`config.mk`:
```
export PLATFORM = sky130hd
export DESIGN_NAME = pipe_sensor_cond
export DESIGN_NICKNAME = d
export VERILOG_FILES = /design/src/rtl/pipe_pkg.sv /design/src/rtl/pipe_debounce_cnt.sv /design/src/rtl/pipe_sensor_cond.sv
export SDC_FILE = /design/constraint.sdc
export NUM_CORES = 1
export LEC_CHECK = 0
export BUFFER_PORTS_ARGS = -buffer_cell sky130_fd_sc_hd__buf_2
export CAP_MARGIN = 20
export CORE_MARGIN = 3
export CORE_UTILIZATION = 47
export DETAILED_ROUTE_END_ITERATION = 6
export GPL_TIMING_DRIVEN = 0
export PLACE_DENSITY = 0.72
export SLEW_MARGIN = 20
export SYNTH_ARGS = -nofsm -noshare
export SYNTH_HDL_FRONTEND = slang
export SYNTH_SLANG_ARGS = --single-unit
```
`constraint.sdc`:
```
create_clock -name clk -period 2.2 [get_ports clk]
set_input_delay 0.11 -clock clk [delete_from_list [all_inputs] [get_ports clk]]
set_output_delay 0.11 -clock clk [all_outputs]
set_load 0.005 [all_outputs]
```
`src/rtl/pipe_pkg.sv`:
```
// Shared definitions for the pipe-robot sensor path: bus widths, compass codes,
// conditioner state encoding and code-validity checks.
package pipe_pkg;

  localparam int WALL_W = 4;
  localparam int MTN_W  = 4;
  localparam int CMPS_W = 4;

  localparam logic [CMPS_W-1:0] DIR_N = 4'b1000;
  localparam logic [CMPS_W-1:0] DIR_E = 4'b0100;
  localparam logic [CMPS_W-1:0] DIR_S = 4'b0010;
  localparam logic [CMPS_W-1:0] DIR_W = 4'b0001;

  localparam logic [1:0] ST_IDLE       = 2'd0;
  localparam logic [1:0] ST_SETTLE     = 2'd1;
  localparam logic [1:0] ST_HOLD       = 2'd2;
  localparam logic [1:0] ST_WAIT_CLEAR = 2'd3;

  function automatic logic is_onehot(input logic [3:0] v);
    return (v != 4'd0) && ((v & (v - 4'd1)) == 4'd0);
  endfunction

  function automatic logic is_zero_or_onehot(input logic [3:0] v);
    return (v & (v - 4'd1)) == 4'd0;
  endfunction

endpackage

```
`src/rtl/pipe_debounce_cnt.sv`:
```
// Wall-event debouncer: tracks the reference pattern and run length, and flags
// when the pattern has been stable long enough or collapsed back to zero.
module pipe_debounce_cnt
  import pipe_pkg::*;
#(
  parameter int DEBOUNCE_CYCLES = 2,
  parameter int CNT_W           = 4
) (
  input  logic              clk,
  input  logic              rst,
  input  logic              load,
  input  logic              active,
  input  logic [WALL_W-1:0] sample,
  output logic              stable,
  output logic              glitch,
  output logic [WALL_W-1:0] ref_pat
);

  logic [CNT_W-1:0] cnt;
  logic             same;

  assign same   = (sample == ref_pat);
  assign glitch = active && (sample == '0);
  assign stable = active && (sample != '0) && same &&
                  ((cnt + CNT_W'(1)) == CNT_W'(DEBOUNCE_CYCLES));

  // ref_pat is always loaded before it is consulted, so only the count is reset
  always_ff @(posedge clk) begin
    if (rst) begin
      cnt <= '0;
    end else if (load) begin
      ref_pat <= sample;
      cnt     <= CNT_W'(1);
    end else if (active && (sample != '0)) begin
      if (!same) begin
        ref_pat <= sample;
        cnt     <= CNT_W'(1);
      end else if (!stable) begin
        cnt <= cnt + CNT_W'(1);
      end
    end
  end

endmodule

```
`src/rtl/pipe_sensor_cond.sv`:
```
// Sensor conditioner in front of pipeFSM: samples raw buses, debounces wall events
// and hands out one validated snapshot per junction. Macro PIPE_SENSOR_EVTCNT_EN adds event counters.
module pipe_sensor_cond
  import pipe_pkg::*;
#(
  parameter int DEBOUNCE_CYCLES = 2,
  parameter int CNT_W           = 4
) (
  input  logic              clk,
  input  logic              rst,
  input  logic              en,
  input  logic [WALL_W-1:0] wll_raw,
  input  logic [MTN_W-1:0]  mtn_raw,
  input  logic [CMPS_W-1:0] cmps_raw,
  input  logic              snap_ready,
  output logic [WALL_W-1:0] wll,
  output logic [MTN_W-1:0]  mtn_sensor,
  output logic [CMPS_W-1:0] cmps,
  output logic              snap_valid,
  output logic              cmps_err,
  output logic              overrun,
  output logic [7:0]        evt_cnt,
  output logic [7:0]        glitch_cnt
);

  localparam bit DIRECT_LOAD = (DEBOUNCE_CYCLES == 1);

  logic [WALL_W-1:0] s_wll;
  logic [MTN_W-1:0]  s_mtn;
  logic [CMPS_W-1:0] s_cmps;
  logic [1:0]        state;

  logic              idle_hit;
  logic              db_active;
  logic              db_stable;
  logic              db_glitch;
  logic [WALL_W-1:0] ref_pat;
  logic              load_fire;
  logic [WALL_W-1:0] load_wll;

  // Input sampling stage, free-running even while disabled
  always_ff @(posedge clk) begin
    if (rst) begin
      s_wll  <= '0;
      s_mtn  <= '0;
      s_cmps <= '0;
    end else begin
      s_wll  <= wll_raw;
      s_mtn  <= mtn_raw;
      s_cmps <= cmps_raw;
    end
  end

  assign idle_hit  = (state == ST_IDLE) && (s_wll != '0);
  assign db_active = en && (state == ST_SETTLE);
  assign load_fire = en && ((idle_hit && DIRECT_LOAD) || db_stable);
  assign load_wll  = (state == ST_IDLE) ? s_wll : ref_pat;

  pipe_debounce_cnt #(
    .DEBOUNCE_CYCLES(DEBOUNCE_CYCLES),
    .CNT_W          (CNT_W)
  ) u_debounce (
    .clk    (clk),
    .rst    (rst),
    .load   (en && idle_hit),
    .active (db_active),
    .sample (s_wll),
    .stable (db_stable),
    .glitch (db_glitch),
    .ref_pat(ref_pat)
  );

  // Control FSM and snapshot registers
  always_ff @(posedge clk) begin
    if (rst) begin
      state      <= ST_IDLE;
      wll        <= '0;
      mtn_sensor <= '0;
      cmps       <= DIR_N;
      snap_valid <= 1'b0;
      cmps_err   <= 1'b0;
      overrun    <= 1'b0;
    end else if (!en) begin
      state      <= ST_IDLE;
      snap_valid <= 1'b0;
    end else begin
      if (load_fire) begin
        wll        <= load_wll;
        snap_valid <= 1'b1;
        mtn_sensor <= is_zero_or_onehot(s_mtn) ? s_mtn : '0;
        if (is_onehot(s_cmps)) cmps <= s_cmps;
        else                   cmps_err <= 1'b1;
      end
      case (state)
        ST_IDLE: begin
          if (s_wll != '0) state <= DIRECT_LOAD ? ST_HOLD : ST_SETTLE;
        end
        ST_SETTLE: begin
          if (db_glitch)      state <= ST_IDLE;
          else if (db_stable) state <= ST_HOLD;
        end
        ST_HOLD: begin
          if ((s_wll != '0) && (s_wll != wll)) overrun <= 1'b1;
          if (snap_ready) begin
            snap_valid <= 1'b0;
            state      <= ST_WAIT_CLEAR;
          end
        end
        ST_WAIT_CLEAR: begin
          if (s_wll == '0)       state   <= ST_IDLE;
          else if (s_wll != wll) overrun <= 1'b1;
        end
        default: state <= ST_IDLE;
      endcase
    end
  end

`ifdef PIPE_SENSOR_EVTCNT_EN
  logic [7:0] evt_q;
  logic [7:0] glitch_q;

  function automatic logic [7:0] sat_inc(input logic [7:0] v);
    return (v == 8'hFF) ? v : v + 8'd1;
  endfunction

  // Statistics counters; frozen while disabled
  always_ff @(posedge clk) begin
    if (rst) begin
      evt_q    <= '0;
      glitch_q <= '0;
    end else begin
      if (load_fire)            evt_q    <= sat_inc(evt_q);
      if (db_active && db_glitch) glitch_q <= sat_inc(glitch_q);
    end
  end

  assign evt_cnt    = evt_q;
  assign glitch_cnt = glitch_q;
`else
  assign evt_cnt    = '0;
  assign glitch_cnt = '0;
`endif

endmodule

```
Word level (Yosys, flattened, before mapping)
Index checks and enable logic that the tools add are counted.
{"block": "word_totals", "register_bits": 37, "latch_bits": 0, "mem_bits_rw": 0, "romBits": 0, "out_inout_bits": 31, "elab_cells": 87, "mem_count": 0}
{"block": "classes", "n_addsub": 3, "n_mul": 0, "n_div": 0, "n_lt_le_gt_ge": 0, "n_eq_ne": 16, "n_shift": 0, "n_mux": 22, "n_bitwise": 5, "n_reduce_logical": 28}
{"operator": "$mux W4", "count": 7}
{"operator": "$logic_not A4 Y1", "count": 3}
{"operator": "$ne A2 B2 Y1 const B", "count": 6}
{"operator": "$logic_and A1 B1 Y1", "count": 10}
{"operator": "$mux W2", "count": 5}
{"operator": "$reduce_and A3 Y1", "count": 3}
{"operator": "$and A4 B4 Y4", "count": 2}
{"operator": "$mux W1", "count": 8}
{"operator": "$pmux W2 S4", "count": 1}
{"operator": "$reduce_bool A4 Y1", "count": 2}
{"operator": "$sub A4 B1 Y4 const B", "count": 2}
{"operator": "$reduce_and A2 Y1", "count": 3}
{"operator": "$reduce_and A5 Y1", "count": 1}
{"operator": "$add A4 B1 Y4 const B", "count": 1}
{"operator": "$eq A2 B2 Y1 const B", "count": 2}
{"operator": "$eq A4 B2 Y1 const B", "count": 1}
{"operator": "$eq A4 B4 Y1", "count": 1}
{"operator": "$ne A2 B1 Y1 const B", "count": 2}
{"operator": "$ne A4 B4 Y1", "count": 1}
{"operator": "$reduce_and A4 Y1", "count": 1}
{"operator": "$reduce_bool A2 Y1", "count": 2}
{"operator": "$reduce_or A2 Y1", "count": 2}
{"operator": "$ne A3 B2 Y1 const B", "count": 1}
{"operator": "$ne A3 B3 Y1 const B", "count": 1}
{"operator": "4 further kinds", "count": 6}

Longest topological paths before layout
{"block": "depth", "ltp_word": 9, "ltp_mapped": 8}

Cells and area by module
From an unflattened synthesis, not the netlist that was laid out.
{"block": "hier_totals", "hier_cells": 191, "hier_area_um2": 1888.1}
{"module": "pipe_sensor_cond", "n_inst": 1, "cells_per_inst": 141, "area_per_inst_um2": 1360.1, "seq_area_each_um2": 580.6}
{"module": "pipe_debounce_cnt", "n_inst": 1, "cells_per_inst": 50, "area_per_inst_um2": 528.0, "seq_area_each_um2": 200.2}

Least setup slack after synthesis
OpenSTA, ideal clock, no wires.
{"block": "synth_timing", "path_kind": "register to register", "start": "register s_wll[3]", "end": "register u_debounce.ref_pat[0], enable pin", "setup_time_ps": 390, "arrival_ps": 1855, "slack_ps": -45, "path_stages_with_launch": 6, "period_less_slack_ps": 2245, "cell_sequence": "dfxtp_1 -> or4_4 -> nand2_1 -> nor3_1 -> inv_1 -> a2111oi_0"}
{"block": "synth_via", "elab_chain_cells": 5}
{"element": "start, declared", "line": "pipe_sensor_cond.sv:28", "rtl": "logic [WALL_W-1:0] s_wll;"}
{"element": "start signal, assigned", "line": "pipe_sensor_cond.sv:48", "rtl": "s_wll <= wll_raw;"}
{"element": "$reduce_bool A4 Y1", "line": "pipe_debounce_cnt.sv:34, pipe_sensor_cond.sv:54"}
{"element": "$logic_and A1 B1 Y1", "line": "pipe_sensor_cond.sv:54", "rtl": "assign idle_hit = (state == ST_IDLE) && (s_wll != '0);"}
{"element": "$logic_and A1 B1 Y1", "line": "pipe_sensor_cond.sv:65", "rtl": ".load (en && idle_hit),"}
{"element": "$ne A2 B1 Y1 (no line) or $reduce_bool A2 Y1 (tied branches)"}
{"element": "$reduce_and A3 Y1 (no line) *"}
{"element": "end signal, assigned", "line": "pipe_debounce_cnt.sv:32", "rtl": "ref_pat <= sample;"}
{"element": "end signal, assigned", "line": "pipe_debounce_cnt.sv:36", "rtl": "ref_pat <= sample;"}
{"element": "end, declared", "line": "pipe_debounce_cnt.sv:16", "rtl": "output logic [WALL_W-1:0] ref_pat"}
Mark *: on every way between the ends. The rest lies on a longest branch, timed or not.
A chain may end at the register's enable or synchronous reset.

Final worst setup path
{"block": "layout_timing", "start": "register u_debounce.cnt[0]", "end": "register cmps[3]"}
{"block": "layout_via", "elab_chain_cells": 5}
{"element": "start, declared", "line": "pipe_debounce_cnt.sv:19", "rtl": "logic [CNT_W-1:0] cnt;"}
{"element": "start signal, assigned", "line": "pipe_debounce_cnt.sv:39", "rtl": "cnt <= cnt + CNT_W'(1);"}
{"element": "$add A4 B1 Y4", "line": "pipe_debounce_cnt.sv:25", "rtl": "((cnt + CNT_W'(1)) == CNT_W'(DEBOUNCE_CYCLES));"}
{"element": "$eq A4 B2 Y1", "line": "pipe_debounce_cnt.sv:25"}
{"element": "$logic_and A1 B1 Y1", "line": "pipe_debounce_cnt.sv:24", "rtl": "assign stable = active && (sample != '0) && same &&"}
{"element": "$logic_and A1 B1 Y1", "line": "pipe_sensor_cond.sv:56", "rtl": "assign load_fire = en && ((idle_hit && DIRECT_LOAD) || db_stable);"}
{"element": "$reduce_and A3 Y1 (no line)"}
{"element": "end signal, assigned", "line": "pipe_sensor_cond.sv:91", "rtl": "if (is_onehot(s_cmps)) cmps <= s_cmps;"}
{"element": "end, declared", "line": "pipe_sensor_cond.sv:18", "rtl": "output logic [CMPS_W-1:0] cmps,"}
No other way between the ends.

==> metrics.md <==
| Metric | Value |
|---|---|
| RSZ-0062 raised after global routing | no |
| Num Clock Sinks | 37 |
| Sequential area share after synthesis | 43.7% |
| Post-route DRC | 0 |
| Setup TNS | 0 ns |
| Number of H-tree levels | 2 |
| Layout Nets | around 240 |
| Final Power | about 1300 uW |
| Status | finished clean |
| GPL Wtd Cong | around 0.79 |
| Port bufs | 30 |
| Layout cell share with drive strength beyond 1 | approximately 31% |
| Mapped cell area | between 1500 and 2000 um2 |
| Peak Freq | roughly 490 MHz |
| Skew-Pair Late Insertion Delay | about 0.28 ns |
| Setup-failing EPs final | 0 |
| Mean Syn Cell Area | 10.4 um2 |
| Met1 Use GR | around 18% |
| Pin count of the biggest net entering global routing | 13 |
| Final HPWL DP | ~2500 um |
| Area Growth Syn to Fin | 21.4% |
| Die X-Extent | 67.7 um |
| Placeable core region | between 3000 and 4000 um2 |
| Required time worst endpoint | ~2.4 ns |
| Async SR Flop Fraction | 0% |
| Startpoint types | flop |
| GR met2 Demand/Resource | 28.4% |
| Area contributors post-synth | dfxtp_1 (37%), mux2i_1 (6.7%), buf_4 (6.7%) |
| Crit-path max FO | 8 |
| Worst vdd ir | roughly 0.59 mV |
| Antenna viol nets, final | 0 |
| # rows | 21 |
| Number of unique standard cell types used by synthesis | 46 |
| Total track usage | roughly 16% |
| Ys Warns | 0 |
| Height of the die | around 68 um |
| Area share of the largest cell type after synthesis | 36.9% |
| Setup Crit Path Kind | flop to flop |
| Post-synth top area cell | dfxtp_1 |
| Worst hold path type | input port to flop |
| Min cycle time layout | just over 2 ns |
| Post-Route WL | 3290 um |
| GRT busiest layer | met2 |
| CTS tree | done |
| Vias in the first global route | 1,285 |
| Routed len/inst | between 10 and 15 um |
| Register bit total from synthesis | 37 |
| Starting Density | 51.2% |
| CTS Buffer Depth | 2 |
| Initial antenna violation count | 0 |
| Power Density | between 600 and 700 nW/um2 |
| IO Count | 47 |
| Arrival time worst endpoint | roughly 2.3 ns |
| Vias | 1,319 |
| Ant diodes | 0 |
| Ys flop type | dfxtp_1 |
| CP Capture Type | flop |
| Max-slew violation count | 0 |
| Hold Vio Cnt, Final | 0 |
| Root Driver | clkbuf_8 |
| Post-synth EDFFs | 4 |
| Actual slew at the worst max-slew pin | 0.785 ns |
| Final Skew | 0.00878 ns |
| DRT iter0 DRCs | 73 |
| Grt met3 use | ~4.0% |
| GR Overflow Total | 0 |
| Post-CTS setup buffer count | 0 |
| Max Cap Viol | 0 |
| Vias per cell | roughly 5 |
| Die Footprint | about 4600 um2 |
| Leak pwr | a little under 0.001 uW |
| Most common cell after layout, fill and taps aside | dfxtp_1 |
| Clock transition at path regs | approximately 0.070 ns |
| Gate Count Post-Synth | around 170 |
| First-pass GRT wire length | about 5500 um |
| Final Cycle Share | approximately 94% |
| Highest-count cells in the layout ignoring fill and taps | dfxtp_1 (33), buf_2 (30), buf_4 (16), conb_1 (16), nor2b_1 (14) |
| TritonRoute pass-1 iters | 4 |
| Max-slew headroom | 47.2% |
| Clock buffer count from CTS | 5 |
## registers in the layout, summed over array words and instances, names as in the netlist, named ones only
| signal | count |
|---|---|
| cmps | 4 |
| cmps_err | 1 |
| u_debounce.ref_pat | 4 |
| overrun | 1 |
| mtn_sensor | 4 |
| u_debounce.cnt | 4 |
| snap_valid | 1 |
| s_wll | 4 |
| s_cmps | 4 |
| state | 1 |
| s_mtn | 4 |
| wll | 4 |
## synthesized netlist by cell type, types with 2 or more instances
library cell,number
a2111oi_1,2
nor2_1,12
nor4b_1,4
nor2b_1,14
buf_4,16
ha_1,2
a21oi_1,6
nand2_1,3
edfxtp_1,4
clkbuf_1,3
mux2i_1,12
nand2b_1,8
a21boi_1,2
xor2_1,5
o21ai_0,5
a41oi_1,2
xnor2_1,4
mux2_2,4
dfxtp_1,33
inv_1,5
## report_power, final
part / internal [uW] / switching, uW
logic: 73.3 / 69.5
registers: 700 / 23.3
clock network: 218 / 233
## through the flow
| stage | util, % | std cells | hold slack (ns) | cell area [um2] | setup slack, ns |
|---|---|---|---|---|---|
| detailed placement | 58.8 | 263 | 0.321 | 2050 | -0.376 |
| finish | 62.1 | 271 | 0.0334 | 2170 | 0.138 |
| floorplan | - | 187 | 0.203 | 1850 | 0.134 |
| CTS | 61.5 | 271 | 0.0209 | 2150 | 0.0642 |
| global route | 62.1 | 271 | 0.0294 | 2170 | 0.00527 |
| global placement | 58.8 | 263 | 0.315 | 2050 | -0.224 |
## cell families after synthesis
| logic type | count (synthesis) | share of synthesized area (%) |
|---|---|---|
| buffers and inverters | 26 | 10.1 |
| AND/OR/NAND/NOR | 55 | 20.3 |
| adder cells (fa/ha/maj) | 2 | 1.40 |
| flip-flops | 37 | 43.7 |
| XOR/XNOR | 9 | 4.41 |
| AO/OA/AOI/OAI | 26 | 10.6 |
| other | 1 | 0.210 |
| multiplexers | 16 | 9.24 |
## path summary, 6_finish.rpt
path,from,end,cells after the start,slack (ns)
setup reg to reg,u_debounce.cnt[0]$_SDFFE_PP0P_,cmps[3]$_SDFFE_PP1P_,6,0.14
hold / removal,snap_ready,snap_valid$_SDFF_PP0_,2,0.03
hold reg to reg,cmps_err$_SDFFE_PP0P_,cmps_err$_SDFFE_PP0P_,2,0.46
setup / recovery,u_debounce.cnt[0]$_SDFFE_PP0P_,cmps[3]$_SDFFE_PP1P_,6,0.14
## area by class of cell
cell class	count	area, um2
Fill cell	293	1320
Sequential cell	37	781
Tap cell	46	57.6
Clock inverter	3	17.5
Inverter	5	18.8
Buffer	21	163
Multi-Input combinational cell	124	915
Timing Repair Buffer	30	150
Clock buffer	5	68.8
## routing by layer
| metal | share of wire, % | vias up | wire [um] |
|---|---|---|---|
| met5 | 0 | - | 0 |
| met4 | 1.5 | 0 | 48 |
| met3 | 5.9 | 4 | 193 |
| met2 | 49 | 43 | 1610 |
| met1 | 44 | 600 | 1440 |
| li1 | - | 672 | - |
## critical path, stage by stage (launching register included)
cell	delay [ns]
dfxtp_1	0.46
ha_1	0.22
or4b_1	0.50
o31ai_4	0.14
nand3_4	0.15
nor2_2	0.30
mux2i_1	0.22
## repair_timing
action                                 in CTS  in global routing
setup endpoints to repair                   4                 10
cloned                                      0                  0
gates resized for setup                     2                  2
endpoints found under the hold margin       0                  0
hold buffers                                0                  0
Power figures use the tool's default switching activity.
